<file path="src/rtl/serial_tx_pkg.sv">
// Shared definitions for the serial_tx / serial_rx pair: word width, default divider
// and FSM state encoding.
package serial_tx_pkg;

    localparam int unsigned SER_DATA_W  = 10;
    localparam int unsigned SER_CLK_DIV = 4;

    typedef enum logic [1:0] {
        ST_IDLE = 2'd0,
        ST_LOW  = 2'd1,
        ST_HIGH = 2'd2,
        ST_DONE = 2'd3
    } ser_state_e;

endpackage

</file>
<file path="src/rtl/serial_tx_phase_gen.sv">
// Half-period divider for serial_tx: counts clk cycles while running and ticks
// phase_end_o on the last cycle of each serial_clk phase.
module serial_tx_phase_gen
    import serial_tx_pkg::*;
#(
    parameter int unsigned CLK_DIV = SER_CLK_DIV
) (
    input  logic clk_i,
    input  logic rst_ni,
    input  logic run_i,
    input  logic clear_i,
    output logic phase_end_o
);

    localparam int unsigned     CntW   = (CLK_DIV > 1) ? $clog2(CLK_DIV) : 1;
    localparam logic [CntW-1:0] CntMax = CntW'(CLK_DIV - 1);

    logic [CntW-1:0] cnt_q, cnt_d;

    assign phase_end_o = run_i && !clear_i && (cnt_q == CntMax);

    always_comb begin
        cnt_d = cnt_q;
        if (clear_i || !run_i) begin
            cnt_d = '0;
        end else if (cnt_q == CntMax) begin
            cnt_d = '0;
        end else begin
            cnt_d = cnt_q + 1'b1;
        end
    end

    always_ff @(posedge clk_i) begin
        if (!rst_ni) begin
            cnt_q <= '0;
        end else begin
            cnt_q <= cnt_d;
        end
    end

endmodule

</file>
<file path="src/rtl/serial_tx.sv">
// 2-wire serial transmitter: shifts a DATA_W word out MSB-first on serial_data,
// changing data only while serial_clk is low. All outputs are registered.
module serial_tx
    import serial_tx_pkg::*;
#(
    parameter int unsigned DATA_W  = SER_DATA_W,
    parameter int unsigned CLK_DIV = SER_CLK_DIV
) (
    input  logic              clk,
    input  logic              rst_n,
    input  logic              enable,
    input  logic              start,
    input  logic [DATA_W-1:0] data_in,
    output logic              busy,
    output logic              done,
    output logic              serial_clk,
    output logic              serial_data
);

    localparam int unsigned     BitW    = $clog2(DATA_W);
    localparam logic [BitW-1:0] LastBit = BitW'(DATA_W - 1);

    ser_state_e        state_q, state_d;
    logic [DATA_W-1:0] shift_q, shift_d;
    logic [BitW-1:0]   bit_q, bit_d;
    logic              sclk_q, sclk_d;
    logic              sdata_q, sdata_d;
    logic              busy_q, busy_d;
    logic              done_q, done_d;
    logic              phase_run;
    logic              phase_end;

    assign phase_run = enable && ((state_q == ST_LOW) || (state_q == ST_HIGH));

    serial_tx_phase_gen #(
        .CLK_DIV (CLK_DIV)
    ) u_phase_gen (
        .clk_i       (clk),
        .rst_ni      (rst_n),
        .run_i       (phase_run),
        .clear_i     (!enable),
        .phase_end_o (phase_end)
    );

    always_comb begin
        state_d = state_q;
        shift_d = shift_q;
        bit_d   = bit_q;
        sclk_d  = sclk_q;
        sdata_d = sdata_q;
        busy_d  = busy_q;
        done_d  = 1'b0;

        // Abort takes priority over any start or phase event.
        if (!enable) begin
            state_d = ST_IDLE;
            shift_d = '0;
            bit_d   = '0;
            sclk_d  = 1'b0;
            sdata_d = 1'b0;
            busy_d  = 1'b0;
        end else begin
            case (state_q)
                ST_IDLE: begin
                    if (start) begin
                        state_d = ST_LOW;
                        shift_d = data_in;
                        bit_d   = '0;
                        sclk_d  = 1'b0;
                        sdata_d = data_in[DATA_W-1];
                        busy_d  = 1'b1;
                    end
                end
                ST_LOW: begin
                    if (phase_end) begin
                        state_d = ST_HIGH;
                        sclk_d  = 1'b1;
                    end
                end
                ST_HIGH: begin
                    if (phase_end) begin
                        sclk_d = 1'b0;
                        if (bit_q == LastBit) begin
                            state_d = ST_DONE;
                            sdata_d = 1'b0;
                            busy_d  = 1'b0;
                            done_d  = 1'b1;
                        end else begin
                            state_d = ST_LOW;
                            shift_d = shift_q << 1;
                            sdata_d = shift_q[DATA_W-2];
                            bit_d   = bit_q + 1'b1;
                        end
                    end
                end
                ST_DONE: begin
                    state_d = ST_IDLE;
                end
                default: begin
                    state_d = ST_IDLE;
                end
            endcase
        end
    end

    always_ff @(posedge clk) begin
        if (!rst_n) begin
            state_q <= ST_IDLE;
            shift_q <= '0;
            bit_q   <= '0;
            sclk_q  <= 1'b0;
            sdata_q <= 1'b0;
            busy_q  <= 1'b0;
            done_q  <= 1'b0;
        end else begin
            state_q <= state_d;
            shift_q <= shift_d;
            bit_q   <= bit_d;
            sclk_q  <= sclk_d;
            sdata_q <= sdata_d;
            busy_q  <= busy_d;
            done_q  <= done_d;
        end
    end

    assign busy        = busy_q;
    assign done        = done_q;
    assign serial_clk  = sclk_q;
    assign serial_data = sdata_q;

endmodule

</file>
<file path="config.mk">
export PLATFORM = sky130hd
export DESIGN_NAME = serial_tx
export DESIGN_NICKNAME = d
export VERILOG_FILES = /design/src/rtl/serial_tx_pkg.sv /design/src/rtl/serial_tx_phase_gen.sv /design/src/rtl/serial_tx.sv
export SDC_FILE = /design/constraint.sdc
export NUM_CORES = 1
export LEC_CHECK = 0
export ABC_AREA = 1
export CORE_ASPECT_RATIO = 0.5
export CORE_MARGIN = 5
export CORE_UTILIZATION = 35
export CTS_CLUSTER_SIZE = 40
export DETAILED_ROUTE_END_ITERATION = 10
export PLACE_DENSITY = 0.67
export SLEW_MARGIN = 20
export SYNTH_ARGS = -nofsm -noshare
export SYNTH_HDL_FRONTEND = slang
export SYNTH_SLANG_ARGS = --single-unit
</file>
<file path="constraint.sdc">
create_clock -name clk -period 2.8 [get_ports clk]
set_input_delay 0.56 -clock clk [delete_from_list [all_inputs] [get_ports clk]]
set_output_delay 0.56 -clock clk [all_outputs]
set_load 0.03 [all_outputs]
</file>
==> results of run 1 <==
worst max-delay path: cells and delay by family (launching register included):
family,cells,cell delay [ns]
buffers and inverters,2,0.22
and+or+nand+nor,6,0.67
adders and majority gates,1,0.70
DFF,1,0.35
sequential cells by signal, indices dropped and copies added (netlist names):
signal and count:
state_q 2, u_phase_gen.cnt_q 2, serial_data 1, serial_clk 1
shift_q 9, busy 1, bit_q 4, done 1
report_power, final:
group / switching, mW / internal (mW) / total (mW)
clock network: 0.101 / 0.102 / 0.203
registers: 0.0134 / 0.318 / 0.332
logic: 0.108 / 0.0739 / 0.182
area by class of cell:
| cell class | instances | area, sq um |
|---|---|---|
| flip-flops and latches | 21 | 420 |
| fillers | 310 | 1730 |
| multi-input cells | 125 | 659 |
| inverters | 17 | 63.8 |
| clock buffers | 4 | 45.0 |
| repair buffers | 17 | 170 |
| well taps | 40 | 50.0 |
routing by layer:
layer	vias to the layer above	wire length [um]	GRT usage	part of all wire
met5	-	0	0	0
met4	0	14	0.0394	0.0060
met3	2	127	0.0352	0.055
met2	20	1060	0.176	0.45
met1	436	1130	0.125	0.48
li1	547	-	-	-
Yosys cell counts:
library cell,count
nor2_1,36
nand2_2,2
buf_2,1
inv_1,14
buf_6,3
nor2_2,2
nor2_8,1
a21oi_1,4
mux2i_1,8
nor4_1,2
nand3_2,1
or2_2,2
o21ai_0,2
nand2_4,2
nand3_1,5
ha_1,7
a21oi_2,1
nand4_1,1
dfxtp_1,21
buf_4,1
nand2_1,49
inv_2,3
stage by stage:
stage                     std cells  hold WS [ns]  power [mW]
after global placement          220         0.418       0.518
after floorplan                 168         0.405       0.486
after global routing            224         0.463       0.765
after detailed placement        220         0.426       0.521
final                           224         0.432       0.717
after CTS                       224         0.438       0.723
placed cells by master, fill, tap and decap left out, types with 3 or more instances in the layout:
cell	n
a21oi_1	4
clkbuf_8	3
clkdlybuf4s50_1	17
dfxtp_1	21
ha_1	7
inv_1	14
inv_2	3
mux2i_1	8
nand2_1	49
nand3_1	5
nor2_1	36
cells by family after synthesis:
kind of cell,after synthesis,share of synthesized area
flip-flops,21,0.353
buffers and inverters,22,0.0925
AO/OA/AOI/OAI,7,0.0326
AND/OR/NAND/NOR,103,0.381
adder cells (fa/ha/maj),7,0.0736
multiplexers,8,0.0673
how the worst max path moves through the flow:
stage                             from                 endpoint  slack (ns)  cells past startpoint
2_1_floorplan  state_q[0]$_SDFFE_PN0P_  shift_q[1]$_SDFFE_PN0P_        1.31                     12
3_3_place_gp   state_q[0]$_SDFFE_PN0P_  shift_q[2]$_SDFFE_PN0P_        0.80                      9
3_5_place_dp   state_q[0]$_SDFFE_PN0P_  shift_q[7]$_SDFFE_PN0P_        0.77                      9
4_1_cts        state_q[0]$_SDFFE_PN0P_  shift_q[0]$_SDFFE_PN0P_        0.75                      9
5_1_grt        state_q[0]$_SDFFE_PN0P_  shift_q[7]$_SDFFE_PN0P_        0.56                      9
6_report       state_q[0]$_SDFFE_PN0P_  shift_q[0]$_SDFFE_PN0P_        0.75                      9
==> results.json, run 1 <==
{
  "cpMostUsedCell": "nand2_1",
  "firstDrtPassIters": 4,
  "slowest_stage": "ha_1",
  "design_area_sq_mm": 0.00141,
  "clkSinkCount": 21,
  "first_global_vias": 944,
  "worst_r2r_path_depth": 9,
  "period_needed_ns": 2.05,
  "critPathLaunchType": "register",
  "required_ns": 2.96,
  "powerDensity_mw_per_mm2": 509,
  "synth_area_leaders": "dfxtp_1, nand2_1, nor2_1",
  "synthCells": 168,
  "crit_chain": "inv_1, ha_1, nor2_2, inv_2, nand2_4, nor2_8, nand2_1, nand2_1, nor2_1",
  "final_antenna_net_count": 0,
  "grt_pass1_wl_mm": 4.00,
  "clkLatencyLatePin_ns": 0.26,
  "maxSlewHeadroom": 0.451,
  "globalRouteOverflowTotal": 0,
  "fin_crit_sh": 0.732,
  "setup_viol": 0,
  "fin_ws_ns": 0.752,
  "drive_above_1_share": 0.0924,
  "core_area_sq_mm": 0.00314,
  "antenna_cells": 0,
  "syn_nets": 189,
  "clkTransAtPathRegs_ns": 0.08,
  "cts_resized": 0,
  "slowest_delay_ns": 0.70,
  "cts_tree": "built",
  "die_w_um": 92.5,
  "critPathMaxFanout": 24,
  "hold-path-endpoint": "u_phase_gen.cnt_q[0]$_SDFF_PP0_",
  "critical_path_class": "register to register",
  "ys_seq_area_frac": 0.353,
  "drc": 0,
  "ir_drop_mv": 0.159,
  "clock-skew-final_ns": 0.00426,
  "finalSetupTns_ns": 0,
  "status": "complete, no violations",
  "yosys.area.top_type": "dfxtp_1",
  "port_buffers": 17,
  "synth_area_per_cell_sq_um": 7.08,
  "placed_area_sq_mm": 0.00136,
  "cts_htree_levels": 1,
  "routed_wl_mm": 2.33,
  "slew_violations": 0,
  "finalHoldViolations": 0,
  "worstHoldStart": "u_phase_gen.cnt_q[0]$_SDFF_PP0_",
  "grt_setup_unrepaired": "false",
  "grt_max_degree": 25,
  "dp_hpwl_mm": 1.70,
  "utilization": 0.449,
  "num_rows": 14,
  "pin_count": 18,
  "rrSetupSlack_ns": 0.75,
  "postCtsHoldBufs": 0,
  "min_path_cells": 1,
  "track_usage": 0.104,
  "r2r-start": "state_q[0]$_SDFFE_PN0P_",
  "fmaxAchievable_ghz": 0.488,
  "dp_slack_ns": 0.775,
  "fp.dieArea_sq_mm": 0.00474,
  "cap_viol_max_count": 0,
  "wl_per_cell_um": 10.4,
  "cp.arrival_ns": 2.21,
  "drt_iter0_drc": 42,
  "clock_path_buffers": 2,
  "nets": 206,
  "yosys_warnings": 0,
  "gp_congestion": 0.776,
  "ys_seq_elements": 21,
  "leakagePower_nw": 0.625,
  "synth_area_sq_mm": 0.00119,
  "cp-end-kind": "register",
  "initial_core_util": 0.379,
  "hold_path_class": "register to register",
  "synth_top_area_share": 0.353,
  "viasPerCell": 4.49,
  "synthDistinctLibCells": 22,
  "rr_endpoint": "shift_q[0]$_SDFFE_PN0P_",
  "post_cts_buffers": 0,
  "worstMarginPinSlew_ns": 0.823,
  "cts-root-buf": "clkbuf_8",
  "grt_antenna_before_repair": 0,
  "cts_buffers": 3,
  "dr_total_vias": 1005,
  "areaGrowthSynthToFinish_pct": 18.4,
  "die_y_um": 51.2
}
No activity file was read; power rests on OpenSTA's default activity.
==> run 2: changes to the inputs <==
clock period = 1.9 ns   (was 2.8 ns; I/O delays follow)
==> run 2 against run 1 <==
Compared with the run above:
- critical path type unchanged
- clock skew shrank 0.0020 ns
- die area is the same
- register-to-register slack lost 0.55 ns
- combinational power grew 51%
- largest cell class unchanged
- first-iteration DRC count is the same
==> results.json, run 2 (synthesis results as in run 1) <==
{
  "dp_slack_ns": 0.108,
  "gp_congestion": 0.766,
  "rr_endpoint": "shift_q[1]$_SDFFE_PN0P_",
  "fmaxAchievable_ghz": 0.589,
  "ir_drop_mv": 0.230,
  "areaGrowthSynthToFinish_pct": 21.3,
  "cp-end-kind": "register",
  "cts-root-buf": "clkbuf_8",
  "utilization": 0.460,
  "layout_common_cells": "nand2_1, nor2_1, dfxtp_1",
  "seq_power_share": 0.461,
  "slew_violations": 0,
  "leakagePower_nw": 0.644,
  "core_area_sq_mm": 0.00314,
  "grt_setup_unrepaired": "false",
  "postCtsHoldBufs": 0,
  "rrSetupSlack_ns": 0.20,
  "largest_reg_flops": 9,
  "post_cts_buffers": 0,
  "setup_viol": 0,
  "grt_antenna_before_repair": 0,
  "drt_iter0_drc": 42,
  "grt_pass1_wl_mm": 3.74,
  "finalHoldViolations": 0,
  "r2r-start": "state_q[0]$_SDFFE_PN0P_",
  "antenna_cells": 0,
  "dp_hpwl_mm": 1.66,
  "wl_met2_um": 987,
  "viasPerCell": 4.41,
  "cp-endpoint": "shift_q[1]$_SDFFE_PN0P_",
  "grt_max_degree": 25,
  "fin_crit_sh": 0.894,
  "required_ns": 2.06,
  "period_needed_ns": 1.70,
  "clock-skew-final_ns": 0.00222,
  "clock_path_buffers": 2,
  "wl_met3_um": 80,
  "initial_core_util": 0.379,
  "p_comb_frac": 0.260,
  "crit_start": "state_q[0]$_SDFFE_PN0P_",
  "p_clk_frac": 0.279,
  "clkSinkCount": 21,
  "firstDrtPassIters": 4,
  "final_common_cell": "nand2_1",
  "port_buffers": 17,
  "cts_buffers": 3,
  "fin_ws_ns": 0.202,
  "largestRegisters": "shift_q: 9 flops, bit_q: 4 flops",
  "nFillCells": 307,
  "status": "complete, no violations",
  "critPathLaunchType": "register",
  "num_rows": 14,
  "drive_above_1_share": 0.107,
  "cts_resized": 0,
  "fp.dieArea_sq_mm": 0.00474,
  "top_register": "shift_q",
  "powerDensity_mw_per_mm2": 733,
  "routed_wl_mm": 2.25,
  "maxSlewHeadroom": 0.792,
  "globalRouteOverflowTotal": 0,
  "die_y_um": 51.2,
  "cts_tree": "built",
  "wl_per_cell_um": 9.91,
  "worstMarginPinSlew_ns": 0.311,
  "pin_count": 18,
  "drc": 0,
  "finalSetupTns_ns": 0,
  "track_usage": 0.0974,
  "clkTransAtPathRegs_ns": 0.08,
  "cap_viol_max_count": 0,
  "worst_r2r_path_depth": 9,
  "internal_power_mw": 0.734,
  "design_area_sq_mm": 0.00144,
  "critical_path_class": "register to register",
  "dr_total_vias": 1002,
  "switching_share": 0.307,
  "wl_met1_mm": 1.16,
  "final_antenna_net_count": 0,
  "first_global_vias": 881,
  "hold_path_class": "register to register",
  "nets": 209,
  "cp.arrival_ns": 1.86,
  "clkLatencyLatePin_ns": 0.26,
  "placed_area_sq_mm": 0.00140,
  "topRoutingLayerUsed": "met4",
  "cts_htree_levels": 1,
  "p_switching_mw": 0.325,
  "die_w_um": 92.5,
  "critPathMaxFanout": 24
}
## run 2: metrics by stage
stage,power [mW],hold slack [ns],std cells
floorplan,0.717,0.405,168
global placement,0.771,0.417,223
detailed placement,0.776,0.417,223
CTS,1.07,0.429,227
global route,1.13,0.445,227
finish,1.06,0.427,227
## run 2: worst min path at each step
stage | depth (start not counted) | from | slack (ns) | end
2_1_floorplan | 1 | u_phase_gen.cnt_q[0]$_SDFF_PP0_ | 0.40 | u_phase_gen.cnt_q[0]$_SDFF_PP0_
3_3_place_gp | 1 | u_phase_gen.cnt_q[0]$_SDFF_PP0_ | 0.42 | u_phase_gen.cnt_q[0]$_SDFF_PP0_
3_5_place_dp | 1 | u_phase_gen.cnt_q[0]$_SDFF_PP0_ | 0.42 | u_phase_gen.cnt_q[0]$_SDFF_PP0_
4_1_cts | 1 | u_phase_gen.cnt_q[0]$_SDFF_PP0_ | 0.43 | u_phase_gen.cnt_q[0]$_SDFF_PP0_
5_1_grt | 1 | u_phase_gen.cnt_q[0]$_SDFF_PP0_ | 0.45 | u_phase_gen.cnt_q[0]$_SDFF_PP0_
6_report | 1 | u_phase_gen.cnt_q[0]$_SDFF_PP0_ | 0.43 | u_phase_gen.cnt_q[0]$_SDFF_PP0_
## run 2: per-layer routing
layer / track usage / up-vias
met5: 0 / -
met1: 0.129 / 430
met3: 0.0293 / 2
li1: - / 557
met4: 0.0296 / 0
met2: 0.155 / 13
## run 2: final cells by class
cell class	instances	area (sq um)	share of cell area
clock buffer	4	45.0	0.0312
timing repair buffer	20	205	0.142
inverter	17	63.8	0.0442
multi-input combinational	125	659	0.457
sequential	21	420	0.291
tap	40	50.0	0.0347
## run 2: power groups by stage
stage	combinational (mW)	clock [mW]	sequential, mW
global placement	0.274	0	0.498
floorplan	0.213	0	0.504
global route	0.311	0.325	0.492
CTS	0.279	0.306	0.488
finish	0.275	0.296	0.488
detailed placement	0.277	0	0.499
## run 2: worst max-delay path: stages (launching register included)
cell	delay (ns)
dfxtp_1	0.41
inv_1	0.09
ha_1	0.31
nand3_2	0.11
nand2_1	0.09
nand2_2	0.10
nor2_8	0.27
nand2_1	0.10
nand2_1	0.07
nor2_1	0.03
